===== config.mk =====
export PLATFORM = sky130hd
export DESIGN_NAME = adc_capture_ctrl
export DESIGN_NICKNAME = d
export VERILOG_FILES = /design/src/rtl/adc_capture_pkg.sv /design/src/rtl/adc_chan_writer.sv /design/src/rtl/adc_capture_ctrl.sv
export SDC_FILE = /design/constraint.sdc
export NUM_CORES = 1
export LEC_CHECK = 0
export ABC_AREA = 1
export BUFFER_PORTS_ARGS = -buffer_cell sky130_fd_sc_hd__buf_2
export CAP_MARGIN = 0
export CORE_ASPECT_RATIO = 1.1
export CORE_MARGIN = 2
export CORE_UTILIZATION = 50
export CTS_CLUSTER_DIAMETER = 100
export CTS_CLUSTER_SIZE = 12
export DETAILED_ROUTE_END_ITERATION = 16
export PLACE_DENSITY = 0.73
export REMOVE_ABC_BUFFERS = 1
export SYNTH_ARGS = -nofsm -noshare
export SYNTH_HDL_FRONTEND = slang
export SYNTH_HIERARCHICAL = 1
export SYNTH_SLANG_ARGS = --single-unit
export TNS_END_PERCENT = 20

===== constraint.sdc =====
create_clock -name ADC_I_clk -period 4.61 [get_ports ADC_I_clk]
set_input_delay 1.1525 -clock ADC_I_clk [delete_from_list [all_inputs] [get_ports ADC_I_clk]]
set_output_delay 1.1525 -clock ADC_I_clk [all_outputs]
set_load 0.01 [all_outputs]

===== src/rtl/adc_capture_pkg.sv =====
// Shared state encoding and default parameters for the N-channel ping-pong ADC capture path.
package adc_capture_pkg;

  typedef enum logic [1:0] {
    ST_IDLE    = 2'd0,
    ST_ARMED   = 2'd1,
    ST_CAPTURE = 2'd2,
    ST_HOLD    = 2'd3
  } capState_t;

  localparam int unsigned DEF_NCH    = 4;
  localparam int unsigned DEF_DW     = 16;
  localparam int unsigned DEF_AW     = 12;
  localparam int unsigned DEF_SETTLE = 7;
  localparam int unsigned DEF_OVW    = 8;

  // SETTLE is limited to 1..255, so an 8-bit settle timer always suffices.
  localparam int unsigned SETTLE_W   = 8;

endpackage


===== src/rtl/adc_chan_writer.sv =====
// One channel of the capture path: bank fill counter, done flag, registered RAM write port
// and the trigger magnitude compare.
module adc_chan_writer
  import adc_capture_pkg::*;
#(
  parameter int unsigned DW = DEF_DW,
  parameter int unsigned AW = DEF_AW
) (
  input  logic          clk,
  input  logic          rst,
  input  logic          enable,
  input  logic          clear,
  input  logic          bank,
  input  logic [DW-1:0] sample,
  input  logic          valid,
  input  logic [DW-2:0] threshold,
  output logic          trig,
  output logic          done,
  output logic          ramWe,
  output logic [AW:0]   ramAddr,
  output logic [DW-1:0] ramData
);

  logic [AW-1:0] cntQ, cntD;
  logic          doneQ, doneD;
  logic          accept;
  logic [DW-1:0] negSample;
  logic [DW-2:0] mag;

  always_comb begin
    negSample = -sample;
    if (!sample[DW-1]) begin
      mag = sample[DW-2:0];
    end else if (sample[DW-2:0] == '0) begin
      // The most negative value has no positive twin; clamp to the largest magnitude.
      mag = '1;
    end else begin
      mag = negSample[DW-2:0];
    end
  end

  assign trig   = valid && (mag >= threshold);
  assign accept = enable && valid && !doneQ;
  assign done   = doneQ;

  always_comb begin
    cntD  = cntQ;
    doneD = doneQ;
    if (clear) begin
      cntD  = '0;
      doneD = 1'b0;
    end else if (accept) begin
      cntD = cntQ + 1'b1;
      if (&cntQ) begin
        doneD = 1'b1;
      end
    end
  end

  always_ff @(posedge clk) begin
    if (rst) begin
      cntQ    <= '0;
      doneQ   <= 1'b0;
      ramWe   <= 1'b0;
      ramAddr <= '0;
      ramData <= '0;
    end else begin
      cntQ  <= cntD;
      doneQ <= doneD;
      ramWe <= accept;
      if (accept) begin
        ramAddr <= {bank, cntQ};
        ramData <= sample;
      end
    end
  end

endmodule


===== src/rtl/adc_capture_ctrl.sv =====
// N-channel ping-pong ADC capture controller: capture FSM, bank toggle, settle timer for the
// host data-ready flag, and overrun detection.
module adc_capture_ctrl
  import adc_capture_pkg::*;
#(
  parameter int unsigned NCH    = DEF_NCH,
  parameter int unsigned DW     = DEF_DW,
  parameter int unsigned AW     = DEF_AW,
  parameter int unsigned SETTLE = DEF_SETTLE,
  parameter int unsigned OVW    = DEF_OVW
) (
  input  logic                  ADC_I_clk,
  input  logic                  I_rst,
  input  logic [NCH*DW-1:0]     I_chanData,
  input  logic [NCH-1:0]        I_chanValid,
  input  logic                  I_mode,
  input  logic [DW-2:0]         I_threshold,
  input  logic                  I_arm,
  input  logic                  I_dataRead,
  output logic [NCH-1:0]        O_ramWe,
  output logic [NCH*(AW+1)-1:0] O_ramAddr,
  output logic [NCH*DW-1:0]     O_ramData,
  output logic                  O_dataRdy,
  output logic                  O_bankLastFilled,
  output logic                  O_overrun,
  output logic [OVW-1:0]        O_overrunCount,
  output logic [1:0]            O_state
);

  capState_t           stateQ, stateD;
  logic                modeQ;
  logic                fillBankQ, fillBankD;
  logic                lastQ, lastD;
  logic                pendingQ, pendingD;
  logic [SETTLE_W-1:0] settleQ, settleD;
  logic                dataRdyQ, dataRdyD;
  logic                overrunQ, overrunD;
  logic [OVW-1:0]      ovrCntQ, ovrCntD;
  logic                overrunEvt;

  logic [NCH-1:0]      done;
  logic [NCH-1:0]      trig;
  logic                complete;
  logic                trigAny;
  logic                captureEn;

  assign complete = &done;
  assign trigAny  = |trig;
  // Nothing is written in the completion cycle so every channel starts the next bank aligned.
  assign captureEn = !complete &&
                     ((stateQ == ST_CAPTURE) || ((stateQ == ST_ARMED) && trigAny));

  for (genvar k = 0; k < NCH; k++) begin : gChan
    adc_chan_writer #(
      .DW (DW),
      .AW (AW)
    ) uWriter (
      .clk       (ADC_I_clk),
      .rst       (I_rst),
      .enable    (captureEn),
      .clear     (complete),
      .bank      (fillBankQ),
      .sample    (I_chanData[k*DW +: DW]),
      .valid     (I_chanValid[k]),
      .threshold (I_threshold),
      .trig      (trig[k]),
      .done      (done[k]),
      .ramWe     (O_ramWe[k]),
      .ramAddr   (O_ramAddr[k*(AW+1) +: AW+1]),
      .ramData   (O_ramData[k*DW +: DW])
    );
  end

  always_comb begin
    stateD = stateQ;
    unique case (stateQ)
      ST_IDLE:    if (I_arm) stateD = I_mode ? ST_ARMED : ST_CAPTURE;
      ST_ARMED:   if (trigAny) stateD = ST_CAPTURE;
      ST_CAPTURE: if (modeQ && complete) stateD = ST_HOLD;
      ST_HOLD:    if (I_dataRead) stateD = ST_IDLE;
      default:    stateD = ST_IDLE;
    endcase
  end

  always_comb begin
    fillBankD  = fillBankQ;
    lastD      = lastQ;
    pendingD   = pendingQ;
    settleD    = settleQ;
    dataRdyD   = dataRdyQ;
    overrunD   = overrunQ;
    ovrCntD    = ovrCntQ;
    // pendingQ covers both a running settle timer and an asserted data-ready flag.
    overrunEvt = complete && pendingQ && !I_dataRead;

    if (complete) begin
      lastD     = fillBankQ;
      fillBankD = !fillBankQ;
      pendingD  = 1'b1;
      settleD   = '0;
      dataRdyD  = 1'b0;
    end else if (I_dataRead) begin
      pendingD  = 1'b0;
      settleD   = '0;
      dataRdyD  = 1'b0;
    end else if (pendingQ) begin
      if (settleQ == SETTLE_W'(SETTLE)) begin
        dataRdyD = 1'b1;
      end else begin
        settleD = settleQ + 1'b1;
      end
    end

    if (overrunEvt) begin
      overrunD = 1'b1;
      if (!(&ovrCntQ)) begin
        ovrCntD = ovrCntQ + 1'b1;
      end
    end
  end

  always_ff @(posedge ADC_I_clk) begin
    if (I_rst) begin
      stateQ    <= ST_IDLE;
      modeQ     <= 1'b0;
      fillBankQ <= 1'b0;
      lastQ     <= 1'b0;
      pendingQ  <= 1'b0;
      settleQ   <= '0;
      dataRdyQ  <= 1'b0;
      overrunQ  <= 1'b0;
      ovrCntQ   <= '0;
    end else begin
      stateQ    <= stateD;
      fillBankQ <= fillBankD;
      lastQ     <= lastD;
      pendingQ  <= pendingD;
      settleQ   <= settleD;
      dataRdyQ  <= dataRdyD;
      overrunQ  <= overrunD;
      ovrCntQ   <= ovrCntD;
      if ((stateQ == ST_IDLE) && I_arm) begin
        modeQ <= I_mode;
      end
    end
  end

  assign O_dataRdy        = dataRdyQ;
  assign O_bankLastFilled = lastQ;
  assign O_overrun        = overrunQ;
  assign O_overrunCount   = ovrCntQ;
  assign O_state          = stateQ;

endmodule


### Word level (Yosys, flattened, before mapping)

Cells that the tools add are included.

* word-level logic and storage cells: 114
* bits of input ports: 88
* register bits after elaboration: 196
* output and inout port bits: 133

* add/subtract/negate cells: 10
* bitwise logic cells: 2
* mux-type cells: 16
* eq/ne operators: 8
* $lt $le $gt $ge: 4
* reduce and logical (&&, ||, !) cells: 45

Operators by type and width (number)
* two-way mux 15 bit: 8
* >= comparator 15 bit: 4
* zero test 15 bit: 4
* negation 15 bit: 4
* AND reduction 13 bit: 4
* adder 12 x 1 -> 12 bit, second input constant: 4
* logical AND 1 bit: 18
* adder 8 x 1 -> 8 bit, second input constant: 2
* two-way mux 2 bit: 5
* == test 8 x 3 -> 1 bit, second input constant: 1
* case mux 2 bit (4 select lines): 1
* AND reduction 4 bit: 2
* AND reduction 8 bit: 1
* zero test 1 bit: 7
* inequality test 2 bit, second input constant: 3
* AND reduction 2 bit: 3
* == test 2 bit, second input constant: 2
* OR reduction 4 bit: 1
* OR reduction 3 bit: 1
* == test 2 x 1 -> 1 bit, second input constant: 1
* zero test 2 bit: 1
* two-way mux 1 bit: 2
* inequality test 2 x 1 -> 1 bit, second input constant: 1
* inverter 1 bit: 2
* other kinds (3): 3

### Logic depth before layout (Yosys ltp)

* word-level depth: 12
* gate-level depth with buffers: 31
* depth with buffers taken out: 30

### Hierarchy

The synthesis kept the hierarchy.

Modules (own cells, without submodules)
* adc_chan_writer (gChan[0].uWriter ...): cells each 378, area an instance 2538.7 sq um, times used 3, sequential area each 860.8 sq um
* adc_chan_writer (gChan[1].uWriter): cells each 371, area an instance 2544.9 sq um, times used 1, sequential area each 860.8 sq um
* adc_capture_ctrl: cells each 208, area an instance 1440.1 sq um, times used 1, sequential area each 480.5 sq um

### Worst setup path before layout

OpenSTA, ideal clock, no wires.

* path kind: input -> register
* start: input I_chanData[32]
* end: register gChan[1].uWriter.cntQ[8]
* cell stages on the path: 28
* data required time: 4.491 ns
* buffers on the path: 1
* setup time: 0.119 ns
* arrival: 4.200 ns
* path slack: 0.290 ns
* cell sequence: inv_1 ha_1 nand3_2 nor2_1 nand2_1 nand2_1 nand2_1 nand2_1 nand3_1 ha_1 nand2_1 nor2_1 nand3_1 nor2_1 nand2_1 nand3_1 nand2_1 inv_1 nor2_1 nand2_1 nand2_1 a21oi_1 nand3_1 buf_2 nor2_2 nand2_1 o21ai_0 a21oi_1

* cells in the longest elaborated chain, start to end: 11
* elaborated cells between the ends (all ways): 12
* those cells by class: 1 x add/sub; 1 x order compare; 2 x mux; 8 x reduce/logical

Ends and longest elaborated chain
* start: declaration: RTL line adc_capture_ctrl.sv:14 `input logic [NCH*DW-1:0] I_chanData,`
* negation 15 bit / zero test 15 bit (equally long branches): RTL line adc_chan_writer.sv:31, adc_chan_writer.sv:34
* two-way mux 15 bit: RTL line adc_chan_writer.sv:34 `end else if (sample[DW-2:0] == '0) begin`
* two-way mux 15 bit *: RTL line adc_chan_writer.sv:32 `if (!sample[DW-1]) begin`
* >= comparator 15 bit *: RTL line adc_chan_writer.sv:42 `assign trig = valid && (mag >= threshold);`
* logical AND 1 bit *: RTL line adc_chan_writer.sv:42
* net trig[2]: RTL line adc_capture_ctrl.sv:42 `logic [NCH-1:0] trig;`
* OR reduction 4 bit *: RTL line adc_capture_ctrl.sv:48 `assign trigAny = |trig;`
* logical AND 1 bit *: RTL line adc_capture_ctrl.sv:51 `((stateQ == ST_CAPTURE) || ((stateQ == ST_ARMED) && trigAny));`
* logical OR 1 bit *: RTL line adc_capture_ctrl.sv:51
* logical AND 1 bit *: RTL line adc_capture_ctrl.sv:50 `assign captureEn = !complete &&`
* net captureEn: RTL line adc_capture_ctrl.sv:45 `logic captureEn;`
* logical AND 1 bit * (2 in series): RTL line adc_chan_writer.sv:43 `assign accept = enable && valid && !doneQ;`
* end signal: assignment: RTL line adc_chan_writer.sv:68 `cntQ <= cntD;`
* end: declaration: RTL line adc_chan_writer.sv:24 `logic [AW-1:0] cntQ, cntD;`

Mark *: on every way through the listed nets, which the timed path passes. The rest lies on a longest branch.
A chain may end at the register's enable or synchronous reset.

### Final worst setup path

* start: input I_chanData[33]
* end: register gChan[3].uWriter.cntQ[9]

* cells in the longest elaborated chain, start to end: 11
* elaborated cells between the ends (all ways): 12
* those cells by class: 1 x add/sub; 1 x order compare; 2 x mux; 8 x reduce/logical

Ends and longest elaborated chain (RTL line)
* negation 15 bit / zero test 15 bit (equally long branches): adc_chan_writer.sv:31, adc_chan_writer.sv:34
* two-way mux 15 bit: adc_chan_writer.sv:34
* two-way mux 15 bit *: adc_chan_writer.sv:32
* >= comparator 15 bit *: adc_chan_writer.sv:42
* logical AND 1 bit *: adc_chan_writer.sv:42
* net trig[2]: adc_capture_ctrl.sv:42
* OR reduction 4 bit *: adc_capture_ctrl.sv:48
* logical AND 1 bit *: adc_capture_ctrl.sv:51
* logical OR 1 bit *: adc_capture_ctrl.sv:51
* logical AND 1 bit *: adc_capture_ctrl.sv:50
* net captureEn: adc_capture_ctrl.sv:45
* logical AND 1 bit * (2 in series): adc_chan_writer.sv:43
* end signal: assignment: adc_chan_writer.sv:68
* end: declaration: adc_chan_writer.sv:24

Marked as above.

==> flow_summary.toml <==
[synthesis]
ys.flop_type = "dfxtp_1"
avgSynthCellArea_sq_um = 6.77
ys_seq_area_frac = 0.338
ys_top_cells_by_count = "391 x nand2_1, 246 x inv_1, 196 x dfxtp_1"
synth_top_area_frac = 0.338
synth-compound-area-share = 0.144
synth.top_cells.by_area = "dfxtp_1 34%, nand2_1 13%, ha_1 8.1%"
postSynth.asyncResetShare = 0
synth_top_family_by_area = "simple AND/OR/NAND/NOR gates"
yosys_register_bits = 196
synth_fa_ha_area_frac = 0.0809
netlist_area_sq_mm = 0.0116
yosysMostFrequentCell = "nand2_1"
yosysUniqueCellTypes = 37
synth_top_cell_by_area = "dfxtp_1"
synth_xor_xnor_area_share = 0.00604
synth-simple-area-share = 0.323
synthCells = 1713
synth-edff-count = 0
ys_warn_count = 6
synthMuxAreaShare = 0

[sta]
finalSetupViolCount = 0
rsz0062_at_grt = "false"
fin_crit_sh = 0.924
slew_headroom = 0.489
fmax_mhz = 235
drv_slew = 0
layout_min_cycle_time_ns = 4.26
fin_worst_skew_ns = 0.0139
final-hold-violation-count = 0
tightest_slew_ns = 0.763
setup_tns_ns = 0
whs_ns = 0.462

[floorplan]
dieWidth_um = 149
dieArea_sq_mm = 0.0244
ioPinCount = 221
initial_core_util = 0.507
die_h_um = 164
placeableCoreArea_sq_mm = 0.0229
fp-row-count = 58

[place]
gp_congestion = 0.937
port_buffers = 220
dpl.hpwl_um = 24200

[clock_network]
cts_tree = "done"
cts_hold_buf = 0
numCtsBuffers = 17
cts_max_path_buffers = 2
cts_max_level = 4
cts_sinks = 196
clk_latency_ns = 0.44
clockRootBuffer = "clkbuf_16"
clk_pin_slew_worst_paths_ns = 0.08

[job]
maxCapViolCount = 0

[power_and_ir_drop]
clkPwrFrac = 0.300
p_int_mw = 3.52
p_leak_nw = 6.98
switchingPower_mw = 1.86
power_density_mw_per_mm2 = 392
swShare = 0.346
p_seq_frac = 0.400
combPwrFrac = 0.299
vdd_ir_drop_max_uv = 251

[global_routing]
grt_max_degree = 53
grt_usage = 0.256
grt_pass1_wl_um = 50600
antenna_found_initial = 4
grt_pass1_vias = 10500
overflow = 0

[final_layout]
drive_gt1_frac = 0.188
finalNetCount = 2091
area.growth.synth_to_final_pct = 18.2
fillers = 2168

[worst_setup_path]
worstSetupPathType = "primary input to flop"
critPathCaptureType = "flop"
worstPathArrival_ns = 4.64
cp_max_fo = 4
critical_path.max_stage_delay_ns = 0.34
crit_required_ns = 4.99
crit_top_cell = "nand2_1"
slowest_stage = "ha_1"
reg2reg_setup_slack_ns = 2.55
reg2regPathDepth = 12
startpoint_type = "primary input"

[routing]
drc_errors = 0
via_per_inst = 5.18
drtIter0Drc = 681
dr.pass1.iters = 5
via_count = 11600
wl_um = 31500
ant_nets = 0
wl_per_cell_um = 14.0

[hold_path]
hold_path_class = "flop to flop"
min_path_cells = 2

[outcome]
outcome = "complete, no violations"
-- path summary, 6_finish.rpt --
check                    from                        to
max            I_chanData[33]  gChan[3].uWriter/cntQ[9]
min          O_bankLastFilled          O_bankLastFilled
max reg2reg        O_state[1]  gChan[3].uWriter/cntQ[9]
min reg2reg  O_bankLastFilled          O_bankLastFilled
-- area by class of cell --
class,instances,area (sq um),share of cell area
tap,300,375,0.0274
clock buffer,19,453,0.0330
clock inverter,13,188,0.0137
inverter,258,970,0.0707
multi-input combinational,1208,6450,0.470
sequential,196,3920,0.286
timing repair buffer,247,1340,0.0978
antenna,6,15.0,0.00109
-- cells in the final DEF (no fill, tap or decap), types with 2 or more instances in the layout --
| master | instances |
|---|---|
| a211oi_1 | 12 |
| a21oi_1 | 168 |
| a21oi_2 | 3 |
| buf_12 | 3 |
| buf_2 | 220 |
| buf_4 | 24 |
| bufinv_16 | 3 |
| clkbuf_16 | 17 |
| clkbuf_8 | 2 |
| clkinv_1 | 2 |
| clkinv_4 | 2 |
| clkinvlp_4 | 2 |
| dfxtp_1 | 196 |
| diode_2 | 6 |
| ha_1 | 75 |
| inv_1 | 246 |
| inv_2 | 9 |
| inv_8 | 5 |
| nand2_1 | 391 |
| nand2_2 | 11 |
| nand2_4 | 2 |
| nand3_1 | 123 |
| nand3_2 | 14 |
| nand3b_1 | 14 |
| nand4_1 | 26 |
| nand4_2 | 5 |
| nand4_4 | 2 |
| nor2_1 | 165 |
| nor2_2 | 10 |
| nor2_4 | 15 |
| nor3_1 | 16 |
| nor3_4 | 7 |
| o21ai_0 | 131 |
| o21ai_1 | 2 |
| o21ba_2 | 3 |
| xor2_1 | 8 |
-- cells by family after synthesis --
| kind of cell | Yosys count |
|---|---|
| compound gates | 321 |
| xor+xnor | 8 |
| fa+ha+maj | 75 |
| buf+inv | 309 |
| flops | 196 |
| simple gates | 804 |
-- flip-flops by register name, indices dropped and copies added, names as in the netlist --
signal and cells:
O_overrun 1, fillBankQ 1, modeQ 1, gChan.uWriter/ramAddr 52, gChan.uWriter/done 4, O_dataRdy 1, settleQ 8, pendingQ 1
O_bankLastFilled 1, gChan.uWriter/ramData 64, O_overrunCount 8, gChan.uWriter/ramWe 4, O_state 2, gChan.uWriter/cntQ 48
-- through the flow --
step           cell area, sq um   util  setup WS (ns)  power (mW)  instances
3_3_place_gp              13000  0.570         0.0488        3.75       2208
3_5_place_dp              13000  0.570        -0.0306        3.79       2208
2_1_floorplan             11300      -         -0.488        3.10       1662
4_1_cts                   13700  0.598          0.350        5.42       2240
5_1_grt                   13700  0.599        0.00258        5.72       2243
6_report                  13700  0.600          0.349        5.38       2247
-- power by group through the flow --
| stage | registers (mW) | logic (mW) | clock network [mW] |
|---|---|---|---|
| floorplan | 2.30 | 0.794 | 0 |
| global route | 2.18 | 1.81 | 1.72 |
| global placement | 2.19 | 1.57 | 0 |
| detailed placement | 2.18 | 1.61 | 0 |
| finish | 2.15 | 1.61 | 1.62 |
| CTS | 2.15 | 1.62 | 1.65 |
-- worst max-delay path: cells and delay by family --
kind                     cells  cell delay, ns
AO/OA/AOI/OAI                1            0.17
adder cells (fa/ha/maj)      2            0.52
buffers and inverters        5            0.59
AND/OR/NAND/NOR             23            2.20
-- metal layers --
layer  track usage  share of wire  wire length (um)  vias up
li1              -              -                 -     5993
met1         0.324           0.44             13900     5246
met2         0.431           0.47             14900      326
met3        0.0494          0.059              1850       63
met4        0.0961          0.029               914        2
met5             0        0.00025                 8        -
-- repair_timing --
item | in CTS | in global routing
buffers inserted | 0 | 1
setup endpoints to repair | 0 | 8
resized for setup | 0 | 3
(Power assumes the default switching activity.)
